File: src/rtl/alu_cmd_issuer.sv
// Command initiator for the two-stage team ALU: issues tagged operand pulses,
// reserves a result slot per command and returns results in order over valid/ready.
module alu_cmd_issuer #(
  parameter int DATA_WIDTH = 8,
  parameter int SEL_WIDTH  = 2,
  parameter int TAG_WIDTH  = 4,
  parameter int DEPTH      = 4
) (
  input  logic                    clk,
  input  logic                    rst,
  input  logic                    cmd_valid,
  output logic                    cmd_ready,
  input  logic [DATA_WIDTH-1:0]   cmd_a,
  input  logic [DATA_WIDTH-1:0]   cmd_b,
  input  logic [SEL_WIDTH-1:0]    cmd_op,
  input  logic [TAG_WIDTH-1:0]    cmd_tag,
  output logic                    alu_valid_o,
  output logic [DATA_WIDTH-1:0]   alu_data1_o,
  output logic [DATA_WIDTH-1:0]   alu_data2_o,
  output logic [SEL_WIDTH-1:0]    alu_sel_o,
  input  logic                    alu_valid_i,
  input  logic [2*DATA_WIDTH-1:0] alu_data_i,
  output logic                    rsp_valid,
  input  logic                    rsp_ready,
  output logic [2*DATA_WIDTH-1:0] rsp_data,
  output logic [TAG_WIDTH-1:0]    rsp_tag,
  output logic [SEL_WIDTH-1:0]    rsp_op,
  output logic                    idle,
  output logic                    err_o
);

  localparam int AW = $clog2(DEPTH);
  localparam int PW = AW + 1;
  localparam logic [PW-1:0] DEPTH_P = PW'(DEPTH);

  // Extra MSB on each pointer distinguishes a full ring from an empty one.
  logic [PW-1:0] wr_ptr, fill_ptr, rd_ptr;
  logic [PW-1:0] alloc;

  logic [TAG_WIDTH-1:0]    tag_mem  [DEPTH];
  logic [SEL_WIDTH-1:0]    op_mem   [DEPTH];
  logic [2*DATA_WIDTH-1:0] data_mem [DEPTH];

  logic accept, fill_ok, pop;

  assign alloc     = wr_ptr - rd_ptr;
  // Acceptance depends only on registered pointers, so a pop in the same
  // cycle cannot open a slot for an incoming command.
  assign cmd_ready = (alloc < DEPTH_P);
  assign rsp_valid = (rd_ptr != fill_ptr);
  assign idle      = (wr_ptr == rd_ptr);

  assign accept  = cmd_valid && cmd_ready;
  assign fill_ok = alu_valid_i && (fill_ptr != wr_ptr);
  assign pop     = rsp_valid && rsp_ready;

  assign rsp_data = data_mem[rd_ptr[AW-1:0]];
  assign rsp_tag  = tag_mem[rd_ptr[AW-1:0]];
  assign rsp_op   = op_mem[rd_ptr[AW-1:0]];

  // NOTE: slot storage has no reset; every slot is written before the pointers
  // can expose it, and leaving it unreset lets it map onto plain RAM/flops.
  always_ff @(posedge clk) begin
    if (accept) begin
      tag_mem[wr_ptr[AW-1:0]] <= cmd_tag;
      op_mem[wr_ptr[AW-1:0]]  <= cmd_op;
    end
    if (fill_ok) begin
      data_mem[fill_ptr[AW-1:0]] <= alu_data_i;
    end
  end

  // NOTE: all sequential state uses non-blocking assignments so every register
  // samples pre-edge values, independent of statement order.
  always_ff @(posedge clk or posedge rst) begin
    if (rst) begin
      wr_ptr      <= '0;
      fill_ptr    <= '0;
      rd_ptr      <= '0;
      alu_valid_o <= 1'b0;
      alu_data1_o <= '0;
      alu_data2_o <= '0;
      alu_sel_o   <= '0;
      err_o       <= 1'b0;
    end else begin
      alu_valid_o <= accept;
      if (accept) begin
        wr_ptr      <= wr_ptr + 1'b1;
        alu_data1_o <= cmd_a;
        alu_data2_o <= cmd_b;
        alu_sel_o   <= cmd_op;
      end
      if (fill_ok) begin
        fill_ptr <= fill_ptr + 1'b1;
      end else if (alu_valid_i) begin
        err_o <= 1'b1;
      end
      if (pop) begin
        rd_ptr <= rd_ptr + 1'b1;
      end
    end
  end

endmodule

File: config.mk
export PLATFORM = sky130hd
export DESIGN_NAME = alu_cmd_issuer
export DESIGN_NICKNAME = d
export VERILOG_FILES = /design/src/rtl/alu_cmd_issuer.sv
export SDC_FILE = /design/constraint.sdc
export NUM_CORES = 1
export LEC_CHECK = 0
export ABC_AREA = 1
export CAP_MARGIN = 20
export CORE_UTILIZATION = 30
export CTS_CLUSTER_SIZE = 8
export DETAILED_ROUTE_END_ITERATION = 10
export HOLD_SLACK_MARGIN = 0.08
export SLEW_MARGIN = 0
export SYNTH_ARGS = -nofsm -noshare
export SYNTH_HDL_FRONTEND = slang
export SYNTH_SLANG_ARGS = --single-unit
File: constraint.sdc
create_clock -name clk -period 2.3 [get_ports clk]
set_input_delay 0.46 -clock clk [delete_from_list [all_inputs] [get_ports clk]]
set_output_delay 0.46 -clock clk [all_outputs]
set_load 0.02 [all_outputs]
==> impl_results.md <==
* Switching pwr at 3.72 mW
* Cts hold-fix bufs at 0
* Flop pwr share at 32.9%
* Setup WS pre-CTS at 0.0546 ns
* GPL Wtd Cong at 0.699
* Largest net degree at the start of global routing at 33
* Post-synthesis cell count at 410
* Sequential share of the synthesized area at 69.8%
* Synth Area per Inst at 11.8 µm²
* Total negative slack at 0 ns
* I/O pin count at 88
* Tcrit/Tclk final at 96.5%
* Slowest CP cell: dfrtp_2
* Routed length per instance at 14.5 µm
* Initial core utilization at 31.3%
* Gr usage total at 14.3%
* Htree depth at 4
* WL final at 10700 µm
* Fin. Hold Viols at 0
* Cell Area, Synth at 4830 µm²
* Crit end category: output pin
* Leakage at 2.60 nW
* GR Overflow Total at 0
* TritonRoute pass-1 iters at 4
* Hpwl dp at 7070 µm
* P per Cell Area at 1480 nW/µm²
* Layout cells sized above 1 at 15.5%
* Nets at 570
* Critical register-to-register path startpoint: rd_ptr[1]
* Critical path origin: rd_ptr[0]
* Comb pwr share at 42.9%
* Worst-path cell chain: inv_2 > buf_12 > nor2_1 > o22ai_1 > clkdlybuf4s15_1
* Core ar. at 15400 µm²
* Worst VDD drop at 0.986 mV
* Die Wd at 129 µm
* TritonCTS clock tree: built
* TritonCTS Buffers at 17
* Clock root buffer: clkbuf_16
* Yosys reg bits at 117
* Finish-stage setup viols at 0
* Setup CP Type: flop to output pin
* Residual DRC at 0
* Max Cap Viol at 0
* Vias in the first global route at 3480
* Via count at 3352
* Internal at 5.92 mW
* N_diodes at 0
* Min cycle time layout at 2.22 ns
* Die Ht at 129 µm
* I/O Buffers at 87
* Die ar. at 16600 µm²
* Site row count at 45
* Crit-path max cell delay at 0.46 ns
* Top delay family on crit path: buffers and inverters
* First-pass GRT wire length at 17700 µm
* Clk_lat worst skew at 0.40 ns
* CP max FO at 32
* Vias per Instance at 4.53
* Clock power share at 24.2%
* Final WS setup at 0.0810 ns
* Yosys cell types at 24
* Crit path arrival time at 1.76 ns
* Rel. slew slack at 74.4%
* Post-Syn Nets at 464
* YS warnings at 0
* Clock transition at path regs at 0.05 ns
* Unrepaired setup endpoints after global routing: no
* Setup Skew at 0.00678 ns
* CTS Sinks at 117
* Area delta synth->final at 34.6%
* WP buf/inv at 3
* Outcome: finished clean
* Clock tree buffer depth at 2
* Initial antenna violation count at 0
* Least-Margin Pin Slew at 0.384 ns
* Fmax at 451 MHz
* Antenna-violating nets left at 0
* Crit path required time at 1.84 ns
* HP Class: input port to async pin
* Slew Limit Fails at 0
* Sw Ratio at 38.6%
* Crit start category: flop
* Initial drt markers at 187
==> worst min-delay path, delay by kind of cell <==
kind | cells | cell delay [ns]
buf+inv | 3 | 0.79
==> power by group through the flow <==
| stage | clock network, mW | logic, mW | registers, mW |
|---|---|---|---|
| 6_report | 2.33 | 4.14 | 3.17 |
| 5_1_grt | 2.49 | 4.59 | 3.23 |
| 4_1_cts | 2.38 | 4.26 | 3.17 |
| 3_5_place_dp | 0 | 4.47 | 3.19 |
| 3_3_place_gp | 0 | 4.39 | 3.18 |
| 2_1_floorplan | 0 | 2.37 | 3.36 |
==> final cells by class <==
class / instances / area (µm²)
multi-input combinational: 246 / 1270
clock buffer: 25 / 465
clock inverter: 7 / 61.3
fill: 1456 / 8930
timing repair buffer: 108 / 970
sequential: 117 / 3370
inverter: 26 / 97.6
tap: 211 / 264
==> synth_stat cells <==
cell type  number  area, µm²
edfxtp_1       88       2640
nand2_1        80        300
nor2_1         48        180
o21ai_0        44        220
dfrtp_1        29        726
inv_1          23       86.3
o22ai_1        22        138
nand4_1        21        131
ha_1           11        138
clkbuf_1        9       33.8
nand3_1         8       40.0
buf_2           6       30.0
inv_2           3       11.3
nor2_2          3       18.8
buf_1           2       7.51
buf_4           2       15.0
buf_6           2       22.5
nand2_2         2       12.5
xnor2_1         2       17.5
nand2_4         1       11.3
nand3_2         1       10.0
nand3_4         1       17.5
o21bai_1        1       7.51
xor2_1          1       8.76
==> worst paths after layout <==
check                      slack [ns]  depth (start not counted)             end
max                              0.08                          5       rsp_op[0]
min                              0.45                          3  alu_data1_o[7]
max reg2reg                      0.21                          9   tag_mem[2][3]
min reg2reg                      0.48                          2  alu_data2_o[0]
max in group asynchronous        1.55                          3       rd_ptr[0]
min in group clk                 0.48                          2  alu_data2_o[0]
==> state kept, by name, indices dropped and copies added (netlist names) <==
register / cells
fill_ptr: 3
alu_sel_o: 2
err_o: 1
rd_ptr: 3
data_mem: 64
tag_mem: 16
wr_ptr: 3
op_mem: 8
alu_data2_o: 8
alu_data1_o: 8
alu_valid_o: 1
==> through the flow <==
stage	power, mW	cells	hold slack (ns)	area (µm²)	util, %
6_report	9.64	740	0.447	6490	42.1
5_1_grt	10.3	740	0.475	6490	42.1
4_1_cts	9.81	740	0.446	6550	42.5
3_5_place_dp	7.66	708	0.461	6040	39.2
3_3_place_gp	7.57	708	0.455	6040	39.2
2_1_floorplan	5.73	410	0.484	4830	-
==> layout by cell type, fill, tap and decap left out, drive strengths merged <==
cell / n
clkdlybuf4s15: 3
nand3: 10
dlygate4sd2: 4
xnor2: 2
o21ai: 44
xor2: 1
o21bai: 1
buf: 21
inv: 26
clkdlybuf4s50: 62
o22ai: 22
clkbuf: 43
bufinv: 1
edfxtp: 88
ha: 11
clkinv: 5
nand4: 21
nor2: 51
clkinvlp: 1
dfrtp: 29
nand2: 83
==> logic make-up (layout without fill, tap and decap cells) <==
family / Yosys count / count (layout) / share of synthesized area, %
DFF: 117 / 117 / 69.8
xor gates and xnor gates: 3 / 3 / 0.545
adders and majority gates: 11 / 11 / 2.85
buffers and inverters: 47 / 166 / 4.28
AOI/OAI and AO/OA: 67 / 67 / 7.57
and+or+nand+nor: 165 / 165 / 15.0
==> routing by layer <==
layer  part of all wire, %  global-route usage, %  up-vias  routed length, µm
met5                     0                      0        -                  0
met4                  0.89                   5.54        0                 96
met3                   5.8                   5.07        8                624
met2                    50                   24.5       93               5400
met1                    43                   16.2     1602               4610
li1                      -                      -     1649                  -
==> timing repair <==
| item | CTS | global route |
|---|---|---|
| gates resized for setup | 35 | 38 |
| setup buffers | 0 | 0 |
| endpoints found under the setup margin | 25 | 39 |
No activity file was read; power rests on OpenSTA's default activity.
